===== config.mk =====
export PLATFORM = sky130hd
export DESIGN_NAME = starship_controller
export DESIGN_NICKNAME = d
export VERILOG_FILES = /design/src/rtl/starship_controller.sv
export SDC_FILE = /design/constraint.sdc
export NUM_CORES = 1
export LEC_CHECK = 0
export ABC_CLOCK_PERIOD_IN_PS = 3300
export BUFFER_PORTS_ARGS = -buffer_cell sky130_fd_sc_hd__clkbuf_2
export CORE_MARGIN = 3
export CORE_UTILIZATION = 55
export DETAILED_ROUTE_END_ITERATION = 10
export GPL_TIMING_DRIVEN = 0
export HOLD_SLACK_MARGIN = 0.05
export PLACE_DENSITY = 0.77
export RECOVER_POWER = 100
export REMOVE_ABC_BUFFERS = 1
export SLEW_MARGIN = 25
export SYNTH_ARGS = -nofsm -noshare
export SYNTH_HDL_FRONTEND = slang
export SYNTH_SLANG_ARGS = --single-unit

===== constraint.sdc =====
create_clock -name clk -period 3.3 [get_ports clk]
set_input_delay 0.165 -clock clk [delete_from_list [all_inputs] [get_ports clk]]
set_output_delay 0.165 -clock clk [all_outputs]
set_load 0.01 [all_outputs]

===== src/rtl/starship_controller.sv =====
// Starship sprite/motion block: position, shield FSM and registered 12-bit RGB pixel stream.
// Optional macro STARSHIP_BG_TRACK_EN makes the background colour follow the last held direction button.
module starship_controller #(
   parameter int H_ORIGIN     = 144,
   parameter int V_ORIGIN     = 35,
   parameter int H_ACTIVE     = 640,
   parameter int V_ACTIVE     = 480,
   parameter int SHIP_W       = 64,
   parameter int SHIP_H       = 48,
   parameter int SHIELD_W     = 8,
   parameter int STEP         = 2,
   parameter int MOVE_DIV     = 500000,
   parameter int WRAP         = 1,
   parameter int SHIELD_TICKS = 120,
   parameter int COOL_TICKS   = 60,
   parameter int START_X      = 288,
   parameter int START_Y      = 216
) (
   input  logic        clk,
   input  logic        rst,
   input  logic        bright,
   input  logic [9:0]  hCount,
   input  logic [9:0]  vCount,
   input  logic        up,
   input  logic        down,
   input  logic        left,
   input  logic        right,
   input  logic        shield_btn,
   output logic [11:0] rgb,
   output logic [9:0]  xpos,
   output logic [9:0]  ypos,
   output logic        shield_on,
   output logic        move_tick
);
   // state    | meaning
   // IDLE     | shield off, waiting for a press edge
   // ACTIVE   | shield up, counting SHIELD_TICKS move ticks
   // COOLDOWN | shield down, counting COOL_TICKS move ticks, presses ignored
   typedef enum logic [1:0] {IDLE, ACTIVE, COOLDOWN} state_t;

   localparam int DIV_W   = (MOVE_DIV > 1) ? $clog2(MOVE_DIV) : 1;
   localparam int CNT_MAX = (SHIELD_TICKS > COOL_TICKS) ? SHIELD_TICKS : COOL_TICKS;
   localparam int CNT_W   = (CNT_MAX > 1) ? $clog2(CNT_MAX + 1) : 1;

   localparam logic [DIV_W-1:0] DIV_LAST  = DIV_W'(MOVE_DIV - 1);
   localparam logic [CNT_W-1:0] SHIELD_LD = CNT_W'(SHIELD_TICKS);
   localparam logic [CNT_W-1:0] COOL_LD   = CNT_W'(COOL_TICKS);

   localparam logic [9:0]        XMAX_U = 10'(H_ACTIVE - SHIP_W);
   localparam logic [9:0]        YMAX_U = 10'(V_ACTIVE - SHIP_H);
   localparam logic signed [10:0] XMAX_S = 11'(H_ACTIVE - SHIP_W);
   localparam logic signed [10:0] YMAX_S = 11'(V_ACTIVE - SHIP_H);
   localparam logic signed [10:0] STEP_S = 11'(STEP);
   localparam logic signed [10:0] H_ORG_S = 11'(H_ORIGIN);
   localparam logic signed [10:0] V_ORG_S = 11'(V_ORIGIN);
   localparam logic signed [10:0] SW_S    = 11'(SHIP_W);
   localparam logic signed [10:0] SH_S    = 11'(SHIP_H);
   localparam logic signed [10:0] SHW_S   = 11'(SHIELD_W);
   localparam logic signed [10:0] WIN_X0  = 11'(SHIP_W / 4);
   localparam logic signed [10:0] WIN_X1  = 11'(3 * SHIP_W / 4);
   localparam logic signed [10:0] WIN_Y1  = 11'(SHIP_H / 3);

   logic [DIV_W-1:0] div_q;
   logic             tick_q;
   logic [9:0]       xpos_q, xpos_d, ypos_q, ypos_d;
   state_t           state_q;
   logic [CNT_W-1:0] cnt_q;
   logic             btn_q, shield_q;
   logic [11:0]      rgb_q, rgb_d, bg_color;

   always_ff @(posedge clk) begin
      if (rst) begin
         div_q  <= '0;
         tick_q <= 1'b0;
      end else if (div_q == DIV_LAST) begin
         div_q  <= '0;
         tick_q <= 1'b1;
      end else begin
         div_q  <= div_q + DIV_W'(1);
         tick_q <= 1'b0;
      end
   end

   // 11-bit signed arithmetic so stepping past either edge is visible as overflow or a negative value
   logic signed [10:0] x_inc, x_dec, y_inc, y_dec;
   always_comb begin
      x_inc  = signed'({1'b0, xpos_q}) + STEP_S;
      x_dec  = signed'({1'b0, xpos_q}) - STEP_S;
      y_inc  = signed'({1'b0, ypos_q}) + STEP_S;
      y_dec  = signed'({1'b0, ypos_q}) - STEP_S;
      xpos_d = xpos_q;
      ypos_d = ypos_q;
      if (tick_q) begin
         if (right)
            xpos_d = (x_inc > XMAX_S) ? ((WRAP != 0) ? 10'd0 : XMAX_U) : x_inc[9:0];
         else if (left)
            xpos_d = (x_dec < 0) ? ((WRAP != 0) ? XMAX_U : 10'd0) : x_dec[9:0];
         else if (up)
            ypos_d = (y_dec < 0) ? ((WRAP != 0) ? YMAX_U : 10'd0) : y_dec[9:0];
         else if (down)
            ypos_d = (y_inc > YMAX_S) ? ((WRAP != 0) ? 10'd0 : YMAX_U) : y_inc[9:0];
      end
   end

   always_ff @(posedge clk) begin
      if (rst) begin
         xpos_q <= 10'(START_X);
         ypos_q <= 10'(START_Y);
      end else begin
         xpos_q <= xpos_d;
         ypos_q <= ypos_d;
      end
   end

   always_ff @(posedge clk) begin
      if (rst) begin
         state_q  <= IDLE;
         cnt_q    <= '0;
         btn_q    <= 1'b0;
         shield_q <= 1'b0;
      end else begin
         btn_q <= shield_btn;
         case (state_q)
            IDLE: begin
               if (shield_btn && !btn_q) begin
                  state_q  <= ACTIVE;
                  cnt_q    <= SHIELD_LD;
                  shield_q <= 1'b1;
               end
            end
            ACTIVE: begin
               if (tick_q) begin
                  if (cnt_q <= CNT_W'(1)) begin
                     state_q  <= COOLDOWN;
                     cnt_q    <= COOL_LD;
                     shield_q <= 1'b0;
                  end else begin
                     cnt_q <= cnt_q - CNT_W'(1);
                  end
               end
            end
            COOLDOWN: begin
               if (tick_q) begin
                  if (cnt_q <= CNT_W'(1)) begin
                     state_q <= IDLE;
                     cnt_q   <= '0;
                  end else begin
                     cnt_q <= cnt_q - CNT_W'(1);
                  end
               end
            end
            default: begin
               state_q  <= IDLE;
               shield_q <= 1'b0;
            end
         endcase
      end
   end

`ifdef STARSHIP_BG_TRACK_EN
   logic [11:0] bg_q;
   always_ff @(posedge clk) begin
      if (rst)        bg_q <= 12'hFFF;
      else if (right) bg_q <= 12'hFF0;
      else if (left)  bg_q <= 12'h0FF;
      else if (down)  bg_q <= 12'h0F0;
      else if (up)    bg_q <= 12'h00F;
   end
   assign bg_color = bg_q;
`else
   assign bg_color = 12'h08A;
`endif

   // Signed screen coordinates keep off-screen shield bars from aliasing onto visible pixels
   logic signed [10:0] sx, sy, xs, ys;
   logic               in_rows, shield_px, win_px, body_px;
   always_comb begin
      sx        = signed'({1'b0, hCount}) - H_ORG_S;
      sy        = signed'({1'b0, vCount}) - V_ORG_S;
      xs        = signed'({1'b0, xpos_q});
      ys        = signed'({1'b0, ypos_q});
      in_rows   = (sy >= ys) && (sy < ys + SH_S);
      shield_px = shield_q && in_rows &&
                  (((sx >= xs - SHW_S) && (sx < xs)) ||
                   ((sx >= xs + SW_S) && (sx < xs + SW_S + SHW_S)));
      win_px    = (sx >= xs + WIN_X0) && (sx < xs + WIN_X1) && (sy >= ys) && (sy < ys + WIN_Y1);
      body_px   = in_rows && (sx >= xs) && (sx < xs + SW_S);
      if (!bright)        rgb_d = 12'h000;
      else if (shield_px) rgb_d = 12'hFEE;
      else if (win_px)    rgb_d = 12'h9DF;
      else if (body_px)   rgb_d = 12'hCCC;
      else                rgb_d = bg_color;
   end

   always_ff @(posedge clk) begin
      if (rst) rgb_q <= 12'h000;
      else     rgb_q <= rgb_d;
   end

   assign rgb       = rgb_q;
   assign xpos      = xpos_q;
   assign ypos      = ypos_q;
   assign shield_on = shield_q;
   assign move_tick = tick_q;

endmodule


# == After elaboration in Yosys (flattened, before gate mapping) ==
# Index checks and enable logic that the tools add are counted.
# classes
multipliers,0
magnitude_cmp,16
div,0
bitwise_logic,4
mux,28
reduce_logical,25
eq_ne,8
add_sub_neg,15
shifts,0
# op_table
cell,count
2-to-1 mux 10 bit,8
less-than comparator 11 bit,6
greater-or-equal comparator 11 bit,5
2-to-1 mux 12 bit,3
2-to-1 mux 7 bit,5
adder 10 x 2 -> 11 bit (second input constant),2
adder 10 x 5 -> 11 bit (second input constant),2
adder 10 x 6 -> 11 bit (second input constant),2
less-than comparator 11 x 1 -> 1 bit (second input constant),2
subtractor 10 x 2 -> 11 bit (second input constant),2
case mux 7 bit (3 select lines),1
adder 19 x 1 -> 19 bit (second input constant),1
== test 19 bit (second input constant),1
AND reduction 4 bit,3
adder 10 x 7 -> 11 bit (second input constant),1
adder 11 x 5 -> 11 bit (second input constant),1
greater-than comparator 11 x 10 -> 1 bit (second input constant),1
greater-than comparator 11 bit (second input constant),1
logical AND 1 bit,11
subtractor 10 x 4 -> 11 bit (second input constant),1
subtractor 10 x 6 -> 11 bit (second input constant),1
subtractor 10 x 8 -> 11 bit (second input constant),1
2-to-1 mux 2 bit,5
!= test 2 bit (second input constant),5
17 further kinds,25
# word_totals
output_inout_bits,34
memories,0
register_bits,63
ramBits,0
latch_bits,0
elab_cells,106
mem_bits_ro,0

# == Logic depth before layout (Yosys ltp) ==
# Gate-level depths: netlist of the first run.
# depth
ltp_word,8
ltp_mapped,14
mapped_depth_nobuf,13

# == Worst setup path after synthesis of the first run ==
# No wires, ideal clock.
# synth_path
path_type,input to register
start,in vCount[0]
end,"reg rgb_q[6], in the netlist rgb[6]"
path_buffers,0
setup_slack_ns,-0.127
setup_ns,0.075
arrival_time_ns,3.352
path_stages,9
path_cell_list,a2111o_1 -> a2111oi_0 -> xor2_1 -> ha_1 -> a2111oi_0 -> a21oi_1 -> or4_1 -> or4_4 -> a31oi_2
# synth_between
elab_chain_cells,8
word_cells_on_any_way,14
# synth_rtl
item,line_no,rtl
from (decl),23,"input logic [9:0] vCount,"
subtractor 10 x 6 -> 11 bit (*),179,"sy = signed'({1'b0, vCount}) - V_ORG_S;"
greater-or-equal comparator 11 bit / less-than comparator 11 bit (equally long branches),"182, 186",
logical AND 1 bit,182,in_rows = (sy >= ys) && (sy < ys + SH_S);
logical AND 1 bit (2 in a row),187,body_px = in_rows && (sx >= xs) && (sx < xs + SW_S);
2-to-1 mux 12 bit,191,else if (body_px) rgb_d = 12'hCCC;
2-to-1 mux 12 bit,190,else if (win_px) rgb_d = 12'h9DF;
2-to-1 mux 12 bit (*),189,else if (shield_px) rgb_d = 12'hFEE;
to (signal assigned),197,else rgb_q <= rgb_d;
to (decl),69,"logic [11:0] rgb_q, rgb_d, bg_color;"
# Mark *: on every way between the ends. The rest lies on a longest branch, timed or not.
# A chain may end at the register's enable or synchronous reset.

# == Worst setup path after layout of the first run ==
# layout_path
start,"reg xpos_q[5], in the netlist xpos[5]"
end,"reg rgb_q[0], in the netlist rgb[0]"
# layout_between
elab_chain_cells,7
word_cells_on_any_way,20
# layout_rtl
item,line_no,rtl
from (decl),65,"logic [9:0] xpos_q, xpos_d, ypos_q, ypos_d;"
from (signal assigned),107,xpos_q <= 10'(START_X);
from (signal assigned),110,xpos_q <= xpos_d;
adder 10 x 7 -> 11 bit,185,((sx >= xs + SW_S) && (sx < xs + SW_S + SHW_S)));
adder 11 x 5 -> 11 bit,185,
less-than comparator 11 bit,185,
logical AND 1 bit,185,
logical OR 1 bit,184,(((sx >= xs - SHW_S) && (sx < xs)) ||
logical AND 1 bit,183,shield_px = shield_q && in_rows &&
OR reduction 3 bit (no line),-,
# Parallel ways exist; a longest one is shown, timed or not.

==> results.md, run 1 <==
* Status: finished clean
* DR pass1 iterations at 6
* First-pass GRT wire length at 24.8 mm
* CTS H-tree depth at 2
* Worst Tran Pin Value at around 1400 ps
* Flops & latches, synth at 56
* Antenna Cells at 0
* Crit Path Max Fanout at 16
* Skew final at 16.9 ps
* Achievable Freq at between 300 and 400 MHz
* Ys async rst share at 0%
* Setup violations, final at 0
* Setup TNS at 0 ps
* CTS tree: done
* Final Hold Vio Count at 0
* Initial core utilization at roughly 58%
* Final worst-path cycle share at between 90% and 100%
* Vias in the first global route at 5492
* Min Clock Period, post-route at around 3200 ps
* Clk sink count at 56
* P per Cell Area at ~300 nW/um^2
* Gr ovfl total at 0
* Initial antenna violation count at 0
* Critical path's most frequent cell: ha_1
* Cell Area, Synth at around 5800 um^2
* Hold slack at about 110 ps
* Drt wl/cell at between 15 and 20 um
* Die width at approximately 110 um
* Post-DRT Antenna Nets at 0
* GRT Total Usage at around a quarter
* R2R Setup Slk at ~140 ps
* Port buffer count at 58
* CP bufs+invs at 1
* Total number of yosys warnings at 0
* Syn_area_per_cell at ~7.7 um^2
* Ys flop type: dfxtp_1
* Clock Latency Late Sink at 310 ps
* DRC at 0
* Root Driver: clkbuf_8
* Worst setup EP type: register
* Leakage Power at roughly 2.5 nW
* Register area share after synthesis at about a fifth
* DIE HEIGHT at between 100 and 150 um
* Core Rows at 36
* Critical path class: reg -> reg
* Layout cell share with drive strength beyond 1 at ~11%
* Via count at 5795
* Synth top area cells: dfxtp_1 19%, ha_1 18%, xnor2_1 5.8%
* Crit path required time at roughly 3500 ps
* Relative slew slack at under 10%
* Final Util at a little over three fifths
* DIE AREA at roughly 12000 um^2
* Fillers at 924
* I/O pin cnt at 62
* P&R area growth vs syn at 9.05%
* Post-synth top area cell: dfxtp_1
* RSZ-0062 raised after global routing: false
* Via density at 6.26
* VDD IR-drop max at 0.396 mV
* NumNets Final at approximately 900
* Cell count after synthesis at about 750
* Worst EP arrival at ~3300 ps
* Clock Pin Slew Worst Setup and Hold Paths at approximately 100 ps
* Synth cell count leaders: 85 x ha_1, 69 x nor2_1, 65 x nand2_1
* Drt total wl at about 15 mm
* Slowest-stage cell, CP: dfxtp_4
* Clk buf depth at 2
* Critical path's top delay family: compound AO/OA/AOI/OAI gates
* Largest net degree at the start of global routing at 30
* HP Class: in -> reg
* Hpwl dp at 11.3 mm
* Worst path max stage delay at roughly 480 ps
* Unique cell type count in the Yosys netlist at 76
* Max Cap Violations at 0
* Core ar. at roughly 10000 um^2
* Critical-path cell list: ha_1 -> nand3_1 -> o31a_1 -> ha_1 -> nor3b_1 -> nand2_1 -> a21o_1 -> a211oi_1 -> o211ai_1 -> buf_4 -> nor3b_2
* Max Slew Vio Count at 0
* Cts bufs inserted at 5
* Critical path startpoint category: register
* Number of enable flip-flop cells after synthesis at 0
* Top cell type's share of synthesized area at 19.5%
* RD Place Congestion at 0.936
* Most common cell in the synthesized netlist: ha_1
* Starting DRT DRC Count at between 500 and 600
report_power, final:
part / switching (mW) / total [mW] / internal, mW / leakage [nW]
combinational: 0.387 / 0.644 / 0.257 / 1.96
sequential: 0.0437 / 0.759 / 0.715 / 0.457
clock: 0.229 / 0.459 / 0.230 / 0.0558
through the flow:
| stage | total power [mW] | cells | area (um^2) | setup WS, ps |
|---|---|---|---|---|
| 3_3_place_gp | 1.37 | 908 | 6040 | -449 |
| 2_1_floorplan | 1.24 | 717 | 5590 | -127 |
| 3_5_place_dp | 1.41 | 908 | 6050 | -601 |
| 5_1_grt | 1.99 | 926 | 6270 | 2.61 |
| 4_1_cts | 1.87 | 916 | 6200 | 18.7 |
| 6_report | 1.86 | 926 | 6270 | 143 |
final timing paths:
| kind | start | endpoint | depth (start not counted) |
|---|---|---|---|
| worst max-delay path | xpos[5]$_SDFFE_PP1P_ | rgb[0]$_SDFF_PP0_ | 11 |
| worst min-delay path | shield_btn | btn_q$_SDFF_PP0_ | 2 |
| worst max register to register | xpos[5]$_SDFFE_PP1P_ | rgb[0]$_SDFF_PP0_ | 11 |
| worst min register to register | div_q[0]$_SDFF_PP0_ | div_q[0]$_SDFF_PP0_ | 1 |
worst reg2reg max path, stage by stage, from the launching register on:
cell,delay [ps]
dfxtp_4,480
ha_1,450
nand3_1,230
o31a_1,310
ha_1,290
nor3b_1,270
nand2_1,100
a21o_1,170
a211oi_1,300
o211ai_1,120
buf_4,170
nor3b_2,150
layout make-up:
cell class              count  area, um^2  share of cell area (%)
multi-input cells         614        4330                    69.0
clock inverters             2        38.8                   0.619
clock buffers               6        72.6                    1.16
well taps                 133         166                    2.65
inverters                  47         176                    2.81
flip-flops and latches     56        1150                    18.3
repair buffers             68         338                    5.39
per-layer routing:
| metal | vias up | part of all wire (%) | global-route usage, % |
|---|---|---|---|
| li1 | 2801 | - | - |
| met5 | - | 0 | 0 |
| met4 | 0 | 2.3 | 7.94 |
| met3 | 45 | 6.5 | 3.58 |
| met1 | 2697 | 44 | 33.0 |
| met2 | 252 | 47 | 44.1 |
repair_timing:
action	in CTS	in global routing
gates cloned	0	0
setup endpoints to repair	6	6
pin swaps	0	3
buffers inserted	0	10
resized for setup	13	15
hold buffers	0	0
registers in the layout, indices dropped and copies added, names as in the netlist:
register and flops:
div_q 19, rgb 7, shield_on 1, cnt_q 7, state_q 2, move_tick 1
xpos 9, ypos 9, btn_q 1
kinds of logic (layout without fill, tap and decap cells):
| kind of cell | count (synthesis) | count (layout) | synth area share [%] |
|---|---|---|---|
| other cells | 1 | 2 | 0.0652 |
| fa+ha+maj | 86 | 86 | 18.7 |
| buf+inv | 82 | 123 | 5.96 |
| flops | 56 | 56 | 19.5 |
| simple gates | 273 | 273 | 23.6 |
| compound gates | 188 | 188 | 22.2 |
| xor+xnor | 64 | 64 | 9.75 |
| mux | 1 | 1 | 0.196 |
cell usage in the layout (no fill, tap or decap), types with 14 or more instances in the layout:
master	count
nor3_1	20
ha_1	84
xnor2_1	38
xor2_1	25
a21oi_1	52
nor2_1	69
nand2_1	65
clkbuf_2	36
o21ai_0	36
nand4_1	14
inv_1	42
clkbuf_1	23
dfxtp_1	45
nand3_1	36
No activity file was read; power rests on OpenSTA's default activity.
==> run 2: changes to the inputs <==
- CORE_UTILIZATION: 55 -> 40
- MAX_ROUTING_LAYER: unset -> met4
- PLACE_DENSITY: 0.77 -> 0.59
==> run 2 against run 1 <==
Against the previous run:
- critical path depth is 1 lower
- utilization is 17 points lower
- total power is 5.7% higher
- sequential share of layout area is 0.28 points lower
- routed wire length is 2.1% higher
- clock skew is 12 ps lower
- worst setup slack better by 22 ps
- non-clock buffer count is 3 lower
- first-iteration DRC count is 35% lower
- clock power is 24% higher
- global-route usage is 5.4 points lower
- via count is 3.6% lower
==> results.md, run 2 (synthesis results as in run 1) <==
* Starting DRT DRC Count at between 300 and 400
* Drt total wl at 15.4 mm
* CTS tree: done
* VDD IR-drop max at 0.307 mV
* Core ar. at 14000 um^2
* DR WL met3 at between 600 and 700 um
* Clock power frac at 28.9%
* Final worst-path cycle share at ~95%
* I/O pin cnt at 62
* Crit Path Max Fanout at 4
* Crit path required time at approximately 3500 ps
* Clk buf depth at 2
* Clock Pin Slew Worst Setup and Hold Paths at about 80 ps
* Max Slew Vio Count at 0
* Post-DRT Antenna Nets at 0
* Clk sink count at 56
* Gr ovfl total at 0
* P per Cell Area at slightly above 300 nW/um^2
* Critical path startpoint category: primary input
* Final Non-Filler Cells at slightly below 1000
* Top routing layer used: met4
* Worst EP arrival at 3360 ps
* Antenna Cells at 0
* Port buffer count at 58
* Relative slew slack at roughly 6%
* Core Rows at 43
* RSZ-0062 raised after global routing: false
* Placed cell count at between 900 and 1000
* Max Cap Violations at 0
* Hold_buf cts at 0
* Int Pwr at ~1.3 mW
* Worst setup EP type: register
* Initial core utilization at about two fifths
* CTS H-tree depth at 2
* Fin worst setup slack at around 160 ps
* First-pass GRT wire length at ~26 mm
* Met1 WL at about 7.4 mm
* Die width at 126 um
* Vias in the first global route at approximately 5400
* Via density at about 5.8
* DRC at 0
* Setup WS pre-CTS at -647 ps
* Achievable Freq at roughly 320 MHz
* Hpwl dp at about 12 mm
* Cts bufs inserted at 5
* Min Clock Period, post-route at about 3100 ps
* Largest net degree at the start of global routing at 30
* Final Hold Vio Count at 0
* Commonest non-fill, non-tap cell in the layout: ha_1
* WL met2 at approximately 7.2 mm
* DIE AREA at between 15000 and 20000 um^2
* Net Sw Frac at 35.9%
* Drt wl/cell at 15.8 um
* Final Util at about 46%
* DIE HEIGHT at 126 um
* Critical hold path startpoint: shield_btn
* RD Place Congestion at between 0.8 and 0.9
* Setup violations, final at 0
* Start point of the critical path: vCount[3]
* Leakage Power at roughly 2.5 nW
* Via count at about 5600
* Sw power at between 0.7 and 0.8 mW
* Root Driver: clkbuf_16
* Layout cell share with drive strength beyond 1 at 10.9%
* Most frequent cells in the layout: 84 x ha_1, 68 x nor2_1, 65 x nand2_1, 52 x a21oi_1, 45 x dfxtp_1
* Reg power frac at 38.5%
* GRT Total Usage at between 20 and 25%
* Clock Latency Late Sink at ~300 ps
* Setup TNS at 0 ps
* Reg with most FFs: div_q
* Critical path class: in -> reg
* HP Class: in -> reg
* DR pass1 iterations at 5
* NumNets Final at about 900
* Initial antenna violation count at 0
* R2R Path Start: xpos[7]$_SDFFE_PP0P_
* Max reg flops at 19
* Power share of the combinational group at between 30% and 40%
* Status: finished clean
* Skew final at between 4 and 5 ps
* Worst Tran Pin Value at 1410 ps
* P&R area growth vs syn at 11.0%
* R2R Setup Slk at around 160 ps
run 2: area by class of cell:
class / count / area [um^2]
Clock buffer: 5 / 125
Multi-Input combinational cell: 614 / 4360
Timing Repair Buffer: 65 / 314
Clock inverter: 3 / 27.5
Fill cell: 1448 / 7610
Tap cell: 180 / 225
Inverter: 47 / 176
Sequential cell: 56 / 1150
run 2: stage by stage:
stage	hold slack [ps]	instance area, um^2	power (mW)
2_1_floorplan	234	5590	1.24
4_1_cts	109	6320	1.99
3_3_place_gp	430	6100	1.38
3_5_place_dp	428	6110	1.41
6_report	120	6380	1.97
5_1_grt	151	6380	2.13
run 2: power groups by stage:
stage	sequential (mW)	combinational (mW)	clock [mW]
after global placement	0.775	0.606	0
after floorplan	0.772	0.468	0
after global routing	0.764	0.743	0.619
after CTS	0.760	0.641	0.588
final	0.756	0.643	0.568
after detailed placement	0.777	0.633	0
run 2: repair_timing:
action,CTS,global route
setup endpoints to repair,6,7
setup buffers,1,6
endpoints found under the hold margin,0,0
pin swaps,1,4
resized for setup,17,18
run 2: final timing paths:
check,cells past startpoint,to
worst max-delay path,10,rgb[6]$_SDFF_PP0_
worst min-delay path,2,btn_q$_SDFF_PP0_
worst max register to register,13,rgb[0]$_SDFF_PP0_
worst min register to register,1,div_q[0]$_SDFF_PP0_
run 2: routing by layer:
metal / up-vias / global-route usage (%)
met4: 0 / 4.73
li1: 2804 / -
met3: 17 / 2.50
met1: 2629 / 27.0
met2: 136 / 32.4
met5: - / -
run 2: worst max-delay path, stage by stage:
cell and delay [ps]:
clkbuf_2 120, a2111o_1 470, a2111oi_4 430, xor2_2 230
ha_1 290, a2111oi_2 410, a21oi_1 80, or4_1 530
or4_4 470, a31oi_2 180
